[src/rtl/usb_upload_arbiter.sv]
// Packet-level round-robin arbiter that shares the USB CDC upload byte path between sources.
// A grant is held until the source's last byte is accepted, or until it stalls for TIMEOUT_CYC cycles.
module usb_upload_arbiter #(
  parameter int NUM_SRC     = 3,
  parameter int TIMEOUT_CYC = 4096
) (
  input  logic                 clk,
  input  logic                 rst_n,
  input  logic [8*NUM_SRC-1:0] src_data,
  input  logic [NUM_SRC-1:0]   src_valid,
  input  logic [NUM_SRC-1:0]   src_last,
  output logic [NUM_SRC-1:0]   src_ready,
  output logic [7:0]           upload_data,
  output logic                 upload_valid,
  input  logic                 upload_ready,
  output logic [2:0]           grant_id,
  output logic                 busy,
  output logic                 timeout_err
);

  localparam int TW = $clog2(TIMEOUT_CYC) + 1;

  localparam logic [0:0] IDLE = 1'b0;
  localparam logic [0:0] XFER = 1'b1;

  // Handshake: a byte moves whenever valid and ready are both high on a rising edge.
  // Source side ready is combinational; the output side is a single registered stage.

  logic [0:0]         state;
  logic [2:0]         rr_ptr;
  logic [TW-1:0]      to_cnt;
  logic [NUM_SRC-1:0] gnt_onehot;
  logic [7:0]         gnt_data;
  logic               gnt_valid;
  logic               gnt_last;
  logic               accept;
  logic [2:0]         pick_id;
  logic               pick_found;
  logic [3:0]         cand;

  assign busy = (state == XFER);

  always_comb begin
    gnt_onehot = '0;
    gnt_data   = '0;
    for (int i = 0; i < NUM_SRC; i++) begin
      if (grant_id == 3'(i)) begin
        gnt_onehot[i] = 1'b1;
        gnt_data      = src_data[8*i +: 8];
      end
    end
  end

  assign gnt_valid = |(src_valid & gnt_onehot);
  assign gnt_last  = |(src_last & gnt_onehot);
  assign src_ready = (busy && (!upload_valid || upload_ready)) ? (src_valid & gnt_onehot) : '0;
  assign accept    = |src_ready;

  // Search upward from the source after the last one served, wrapping at NUM_SRC.
  always_comb begin
    pick_id    = '0;
    pick_found = 1'b0;
    cand       = '0;
    for (int k = 1; k <= NUM_SRC; k++) begin
      cand = 4'(rr_ptr) + 4'(k);
      if (cand >= 4'(NUM_SRC)) cand = cand - 4'(NUM_SRC);
      if (!pick_found && ((src_valid >> cand) & NUM_SRC'(1)) != '0) begin
        pick_found = 1'b1;
        pick_id    = cand[2:0];
      end
    end
  end

  always_ff @(posedge clk) begin
    if (!rst_n) begin
      state        <= IDLE;
      rr_ptr       <= 3'(NUM_SRC - 1);
      grant_id     <= '0;
      to_cnt       <= '0;
      timeout_err  <= 1'b0;
      upload_valid <= 1'b0;
      upload_data  <= '0;
    end else begin
      timeout_err <= 1'b0;
      if (accept) begin
        upload_valid <= 1'b1;
        upload_data  <= gnt_data;
      end else if (upload_ready) begin
        upload_valid <= 1'b0;
      end
      case (state)
        IDLE: begin
          if (pick_found) begin
            grant_id <= pick_id;
            to_cnt   <= '0;
            state    <= XFER;
          end
        end
        XFER: begin
          if (accept) begin
            to_cnt <= '0;
            if (gnt_last) begin
              rr_ptr <= grant_id;
              state  <= IDLE;
            end
          end else if (!gnt_valid) begin
            // Only a silent source ages the grant; output backpressure does not.
            if (to_cnt == TW'(TIMEOUT_CYC - 1)) begin
              timeout_err <= 1'b1;
              rr_ptr      <= grant_id;
              state       <= IDLE;
            end else begin
              to_cnt <= to_cnt + TW'(1);
            end
          end
        end
        default: state <= IDLE;
      endcase
    end
  end

endmodule

[config.mk]
export PLATFORM = sky130hd
export DESIGN_NAME = usb_upload_arbiter
export DESIGN_NICKNAME = d
export VERILOG_FILES = /design/src/rtl/usb_upload_arbiter.sv
export SDC_FILE = /design/constraint.sdc
export NUM_CORES = 1
export LEC_CHECK = 0
export ABC_CLOCK_PERIOD_IN_PS = 5200
export BUFFER_PORTS_ARGS = -buffer_cell sky130_fd_sc_hd__buf_2
export CAP_MARGIN = 20
export CORE_UTILIZATION = 58
export DETAILED_ROUTE_END_ITERATION = 7
export PLACE_DENSITY_LB_ADDON = 0.25
export SLEW_MARGIN = 5
export SYNTH_ARGS = -nofsm -noshare
export SYNTH_HDL_FRONTEND = slang
export SYNTH_SLANG_ARGS = --single-unit
[constraint.sdc]
create_clock -name clk -period 5.2 [get_ports clk]
set_input_delay 0.26 -clock clk [delete_from_list [all_inputs] [get_ports clk]]
set_output_delay 0.26 -clock clk [all_outputs]
set_load 0.01 [all_outputs]
==> results of run 1 <==
## sequential cells by signal, summed over array words and instances, names as in the netlist
register      count
timeout_err       1
grant_id          3
upload_data       8
busy              1
to_cnt           13
upload_valid      1
rr_ptr            3
## area by class of cell
type	instances	share of cell area, %
multi-input cells	220	57.4
inverters	13	1.98
flip-flops and latches	30	24.4
repair buffers	49	9.96
clock buffers	6	3.36
clock inverters	2	0.508
well taps	46	2.34
## power by group through the flow
stage / sequential (W) / clock, W / combinational, W
finish: 0.000311 / 0.000198 / 0.000435
global route: 0.000319 / 0.000211 / 0.000483
CTS: 0.000310 / 0.000201 / 0.000431
detailed placement: 0.000315 / 0 / 0.000429
global placement: 0.000314 / 0 / 0.000416
floorplan: 0.000292 / 0 / 0.000358
## stage by stage
step,hold slack [ns],instance area (um^2),power [W]
finish,0.289,2460,0.000944
global route,0.308,2460,0.00101
CTS,0.281,2460,0.000942
detailed placement,0.460,2370,0.000744
global placement,0.455,2370,0.000730
floorplan,0.446,2150,0.000651
## critical path, cell delays in order (launching register included)
cell and delay [ns]:
dfxtp_1 0.66, inv_2 0.20, ha_1 0.30, or2_1 0.24
and3b_1 0.32, mux2i_1 0.28, o32ai_1 0.16, or3_4 0.45
mux2_2 0.30, nor2_1 0.09
## worst max-delay path by stage
stage	start	to	slack [ns]	cells past startpoint
floorplan	rr_ptr[0]	to_cnt[9]	2.78	11
global placement	rr_ptr[0]	to_cnt[3]	2.25	8
detailed placement	rr_ptr[0]	to_cnt[0]	2.15	9
CTS	rr_ptr[0]	to_cnt[0]	2.14	9
global route	rr_ptr[0]	to_cnt[0]	1.88	9
finish	rr_ptr[0]	to_cnt[0]	2.13	9
## logic make-up after synthesis
family                     count (synthesis)
and+or+nand+nor                          113
AOI/OAI and AO/OA                         73
muxes                                     20
adders and majority gates                  8
xor gates and xnor gates                   6
buffers and inverters                     29
DFF                                       30
## cell usage in the layout (no fill, tap or decap), types with 2 or more instances in the layout
cell,netlist,final
a211oi_1,2,2
a21oi_1,27,27
a31oi_1,6,6
buf_2,1,49
clkbuf_8,0,6
dfxtp_1,30,30
ha_1,8,8
inv_1,11,11
mux2i_1,18,18
nand2_1,25,25
nand2b_1,5,5
nand3_1,10,10
nand3b_1,3,3
nand4_1,3,3
nor2_1,34,34
nor3_1,13,13
nor4_1,3,3
o211a_1,2,2
o21a_1,2,2
o21ai_0,10,10
o21ai_1,2,2
o22ai_1,4,4
o31ai_1,2,2
or2_2,3,3
or3b_2,2,2
xnor2_1,3,3
xor2_1,3,3
## metal layers
layer	vias up	share of wire, %	global-route usage [%]
met2	107	46	47.8
met4	0	2.4	12.2
met3	16	8.5	8.03
met5	-	0	0
met1	998	43	33.0
li1	1077	-	-
==> summary.md, run 1 <==
| Metric | Value |
|---|---|
| Status | finished, final reports clean |
| CTS buffer count | 5 |
| Final cell count without fillers | about 370 |
| Worst Clk Skew | about 0.0097 ns |
| Largest net degree at the start of global routing | 20 |
| Final ANT Viol Nets | 0 |
| Critical Path AT | around 3.3 ns |
| Starting density of the core | between 60% and 70% |
| Worst slew pin tran | roughly 0.84 ns |
| EDFF count, synth | 0 |
| Footprint of the multi-input gates | roughly 0.0014 mm^2 |
| Area fraction of the dominant cell type after synthesis | between 20% and 30% |
| Min-delay worst type | input pin to flip-flop |
| Power Density | about 380 mW/mm^2 |
| Vias in the first global route | between 2,000 and 2,500 |
| Register area share after synthesis | around 28% |
| Clock period minus final worst setup slack | about 3 ns |
| Power share of the sequential group | between 30% and 40% |
| Setup Total Neg Slack | 0 ns |
| Reg-to-reg endpoint | to_cnt[0] |
| Sw Share | between 40% and 50% |
| Area contributors post-synth | dfxtp_1 (28%), mux2i_1 (8.4%), a21oi_1 (6.3%) |
| Largest family of logic cells by synthesized area | simple AND/OR/NAND/NOR gates |
| Top FF cell, synth | dfxtp_1 |
| CP Class | flip-flop to flip-flop |
| Post-CTS Resized | 0 |
| Die ar. | 0.00396 mm^2 |
| Crit share post-route | 59.0% |
| Chip width | 62.9 um |
| Cell taking the most area after synthesis | dfxtp_1 |
| WL/cell | 14.0 um |
| Initial antenna violation count | 0 |
| Peak supply drop | 275 uV |
| Fill count | 309 |
| CTS clk-pin slew, worst paths | roughly 0.060 ns |
| Crit-path max FO | 17 |
| Mux share of post-synthesis cell area | a little under a tenth |
| Compound-Gate Fraction of Synth Area | 21.9% |
| Adder-cell share of the synthesized area | between 4 and 5% |
| Distinct cells, synth | slightly above 60 |
| Overflow after GRT | 0 |
| Max cap viols | 0 |
| RR Startpoint | rr_ptr[0] |
| Simple-gate area share of the yosys netlist | between 20% and 30% |
| Synthesized flop and latch total | 30 |
| First-pass GRT wire length | just under 9000 um |
| Avg Inst Size Synth | slightly below 8 um^2 |
| Final setup margin | approximately 2.1 ns |
| Crit path capture type | flip-flop |
| Synth cell count leaders | nor2_1 (34), dfxtp_1 (30), a21oi_1 (27) |
| Netlist Area Pre-Place | roughly 0.0022 mm^2 |
| Gpl congestion | ~0.87 |
| Sink Count | 30 |
| R2R setup slack | between 2 and 2.5 ns |
| DP HPWL | approximately 3800 um |
| Hold_sp | rst_n |
| Hold buffers post-CTS | 0 |
| Required @ worst endpoint | between 5 and 6 ns |
| Count leader, synth | nor2_1 |
| Clock network power share | 21.0% |
| Core Region | ~0.0034 mm^2 |
| # DRC | 0 |
| RSZ-0062 raised after global routing | no |
| Fraction of layout cells with a size suffix above 1 | between 20% and 30% |
| Longest Clk Path Bufs | 2 |
| H-tree Lvls | 2 |
| # setup viols final | 0 |
| FMAX | 326 MHz |
| DP Cell Count | roughly 360 |
| Root buffer cell | clkbuf_8 |
| I/O pin cnt | 50 |
| Cell-internal power | 0.000546 W |
| Vias per cell | between 6 and 7 |
| Detailed Routing Iterations Pass 1 | 4 |
| Setup WS pre-CTS | ~2.2 ns |
| Gate power share | a little under half |
| Final Net Count | between 300 and 400 |
| Ys Warns | 0 |
| Die Height | about 63 um |
| Antenna diode count | 0 |
| Hold path depth | 2 |
| Ys async rst share | 0% |
| Static leakage | a little over 1 nW |
| CTS tree | yes |
| Final Slew Violations | 0 |
| Startpoint class of the critical path | flip-flop |
| Via Count | ~2,200 |
| Mapped Cells | 279 |
| Post-CTS setup buffers | 0 |
| Slew HR | 43.7% |
| Port bufs | 49 |
| Hold Path Sink | rr_ptr[1] |
| R2r worst-path depth | 9 |
| P_sw | around 0.0004 W |
| DR iter-0 viols | approximately 180 |
| Overall Global Routing Usage | around 28% |
| Syn-to-layout area delta | 14.4% |
| WL final | 5120 um |
| Num rows | 21 |
| Post-synthesis xor/xnor area fraction | under 10% |
| Post-Syn Nets | 320 |
| Register Area | between 600 and 700 um^2 |
| Final Util | 71.5% |
| Worst-skew pair later-pin latency | slightly below 0.3 ns |
| Final Hold Fails | 0 |
No activity file was read; power rests on OpenSTA's default activity.
==> run 2: changes to the inputs <==
Settings changed: ABC_CLOCK_PERIOD_IN_PS 5200 to 2700, CORE_UTILIZATION 58 to 49.
Clock period 5.2 ns to 2.7 ns, I/O delays scaled along.
==> summary.md, run 2 (synthesis gave the netlist of run 1 again) <==
| Metric | Value |
|---|---|
| Fill count | 374 (+21%) |
| R2R setup slack | 0.18 ns (-1.96 ns) |
| Power Density | 764 mW/mm^2 (+99%) |
| Cell-internal power | 0.00119 W (+120%) |
| Reg with most FFs | to_cnt |
| Critical path buffers and inverters | 1 (unchanged) |
| Final ANT Viol Nets | 0 (unchanged) |
| Slew HR | 61.9% (+18 points) |
| Family with the most delay on the worst path | simple AND/OR/NAND/NOR gates |
| Status | finished, final reports clean |
| Crit-path max FO | 13 (-4) |
| Detailed Routing Iterations Pass 1 | 4 (unchanged) |
| DP HPWL | 4020 um (+6.0%) |
| Port bufs | 49 (unchanged) |
| Critical Path AT | 2.73 ns (-0.55 ns) |
| Longest Clk Path Bufs | 2 (unchanged) |
| Fraction of layout cells with a size suffix above 1 | 27.3% (+4.5 points) |
| Worst slew pin tran | 0.567 ns (-0.276 ns) |
| Final Slew Violations | 0 (unchanged) |
| WL final | 5610 um (+9.4%) |
| Vias in the first global route | 2,027 (-3.1%) |
| CP Class | flip-flop to flip-flop |
| Core Region | 0.00412 mm^2 (+20%) |
| Post-CTS setup buffers | 0 (unchanged) |
| Largest registers | to_cnt (13), upload_data (8) |
| Clock network power share | 23.2% (+2.2 points) |
| RSZ-0062 raised after global routing | no |
| Final Util | 62.8% (-8.7 points) |
| Die ar. | 0.00466 mm^2 (+18%) |
| Final Net Count | 371 (+3.1%) |
| Antenna diode count | 0 (unchanged) |
| CTS buffer count | 5 (unchanged) |
| Syn-to-layout area delta | 20.2% |
| CTS clk-pin slew, worst paths | 0.06 ns (about the same) |
| Peak supply drop | 429 uV (+56%) |
| Gpl congestion | 0.864 (-1.2%) |
| Gate power share | 48.3% (+2.2 points) |
| # setup viols final | 0 (unchanged) |
| Sink Count | 30 (unchanged) |
| Crit share post-route | 93.5% (+35 points) |
| Critical path's slowest cell | or3_4 |
| Crit path capture type | flip-flop |
| FMAX | 396 MHz (+21%) |
| Root buffer cell | clkbuf_8 |
| # DRC | 0 (unchanged) |
| Worst Clk Skew | 0.0127 ns (+0.00296 ns) |
| WL/cell | 14.8 um (+5.4%) |
| Overflow after GRT | 0 (unchanged) |
| Power share of the sequential group | 28.5% (-4.5 points) |
| DR iter-0 viols | 156 (-14%) |
| Setup Total Neg Slack | 0 ns (unchanged) |
| Register Area | 602 um^2 (+0.21%) |
| H-tree Lvls | 2 (unchanged) |
| Required @ worst endpoint | 2.91 ns (-2.50 ns) |
| Largest net degree at the start of global routing | 20 (unchanged) |
| Chip width | 68.3 um (+8.5%) |
| Max reg flops | 13 (unchanged) |
| Most frequent cells in the layout | buf_2 (49), nor2_1 (34), dfxtp_1 (29), a21oi_1 (27), nand2_1 (25) |
| Overall Global Routing Usage | 26.4% (-2.0 points) |
| Footprint of the multi-input gates | 0.00143 mm^2 (+1.2%) |
| Initial antenna violation count | 0 (unchanged) |
| DP Cell Count | 373 (+4.2%) |
| Clock period minus final worst setup slack | 2.52 ns (-0.541 ns) |
| Via Count | 2,211 (+0.59%) |
| P_sw | 0.000783 W (+97%) |
| Sw Share | 39.7% (-2.5 points) |
| Most common cell after layout, fill and taps aside | buf_2 |
| Startpoint class of the critical path | flip-flop |
| Min-delay worst type | input pin to flip-flop |
| Worst stage delay on the critical path | 0.44 ns (-0.22 ns) |
| Worst-skew pair later-pin latency | 0.28 ns (about the same) |
| Cells along the critical path | inv_2 -> ha_1 -> xor2_1 -> and3b_2 -> mux2i_2 -> o32ai_2 -> or3_4 -> mux2_2 -> nor2_1 |
| Max cap viols | 0 (unchanged) |
| Num rows | 23 (+9.5%) |
| Vias per cell | 5.82 (-3.1%) |
| Hold buffers post-CTS | 0 (unchanged) |
| CTS tree | yes |
| Die Height | 68.3 um (+8.5%) |
| Final cell count without fillers | 380 (+3.8%) |
| Static leakage | 1.10 nW (+6.0%) |
| First-pass GRT wire length | 9140 um (+2.2%) |
| I/O pin cnt | 50 (unchanged) |
| Starting density of the core | 52.3% (-10 points) |
| Final Hold Fails | 0 (unchanged) |
[run 2: final cells by class]
cell class	count	area share, %
clock buffer	6	3.19
clock inverter	1	1.16
inverter	13	1.89
multi-input combinational	220	55.4
sequential	30	23.3
tap	50	2.42
timing repair buffer	60	12.7
[run 2: final timing paths]
path / start / endpoint / depth (start not counted)
hold / removal: rst_n / rr_ptr[1] / 2
hold reg to reg: upload_data[2] / upload_data[2] / 2
setup reg to reg: rr_ptr[0] / to_cnt[0] / 9
setup / recovery: rr_ptr[0] / to_cnt[0] / 9
[run 2: through the flow]
| stage | total power (W) | instance area [um^2] | setup WS (ns) | hold WS, ns |
|---|---|---|---|---|
| after floorplan | 0.00125 | 2150 | 0.279 | 0.373 |
| after global placement | 0.00147 | 2450 | 0.174 | 0.453 |
| after detailed placement | 0.00148 | 2450 | 0.119 | 0.456 |
| after CTS | 0.00195 | 2570 | 0.102 | 0.162 |
| after global routing | 0.00211 | 2580 | 0.00843 | 0.232 |
| final | 0.00197 | 2580 | 0.175 | 0.189 |
[run 2: metal layers]
metal  global-route usage (%)  routed length, um
met5                        0                  0
met1                     34.2               2480
met3                     5.33                402
met4                     9.38                 63
met2                     42.8               2660
[run 2: power by group through the flow]
stage | registers [W] | logic [W] | clock network (W)
finish | 0.000563 | 0.000953 | 0.000459
floorplan | 0.000563 | 0.000690 | 0
global route | 0.000572 | 0.00106 | 0.000487
CTS | 0.000560 | 0.000922 | 0.000468
detailed placement | 0.000567 | 0.000912 | 0
global placement | 0.000565 | 0.000903 | 0
[run 2: worst reg2reg max path: cells and delay by family, from the launching register on]
kind                     cells  cell delay (ns)
buffers and inverters        1             0.09
flip-flops                   1             0.39
adder cells (fa/ha/maj)      1             0.21
AND/OR/NAND/NOR              3             0.82
XOR/XNOR                     1             0.24
multiplexers                 2             0.56
AO/OA/AOI/OAI                1             0.14
[run 2: repair_timing]
| item | in CTS | in global routing |
|---|---|---|
| setup endpoints to repair | 0 | 4 |
| resized for setup | 0 | 7 |
| endpoints found under the hold margin | 0 | 0 |
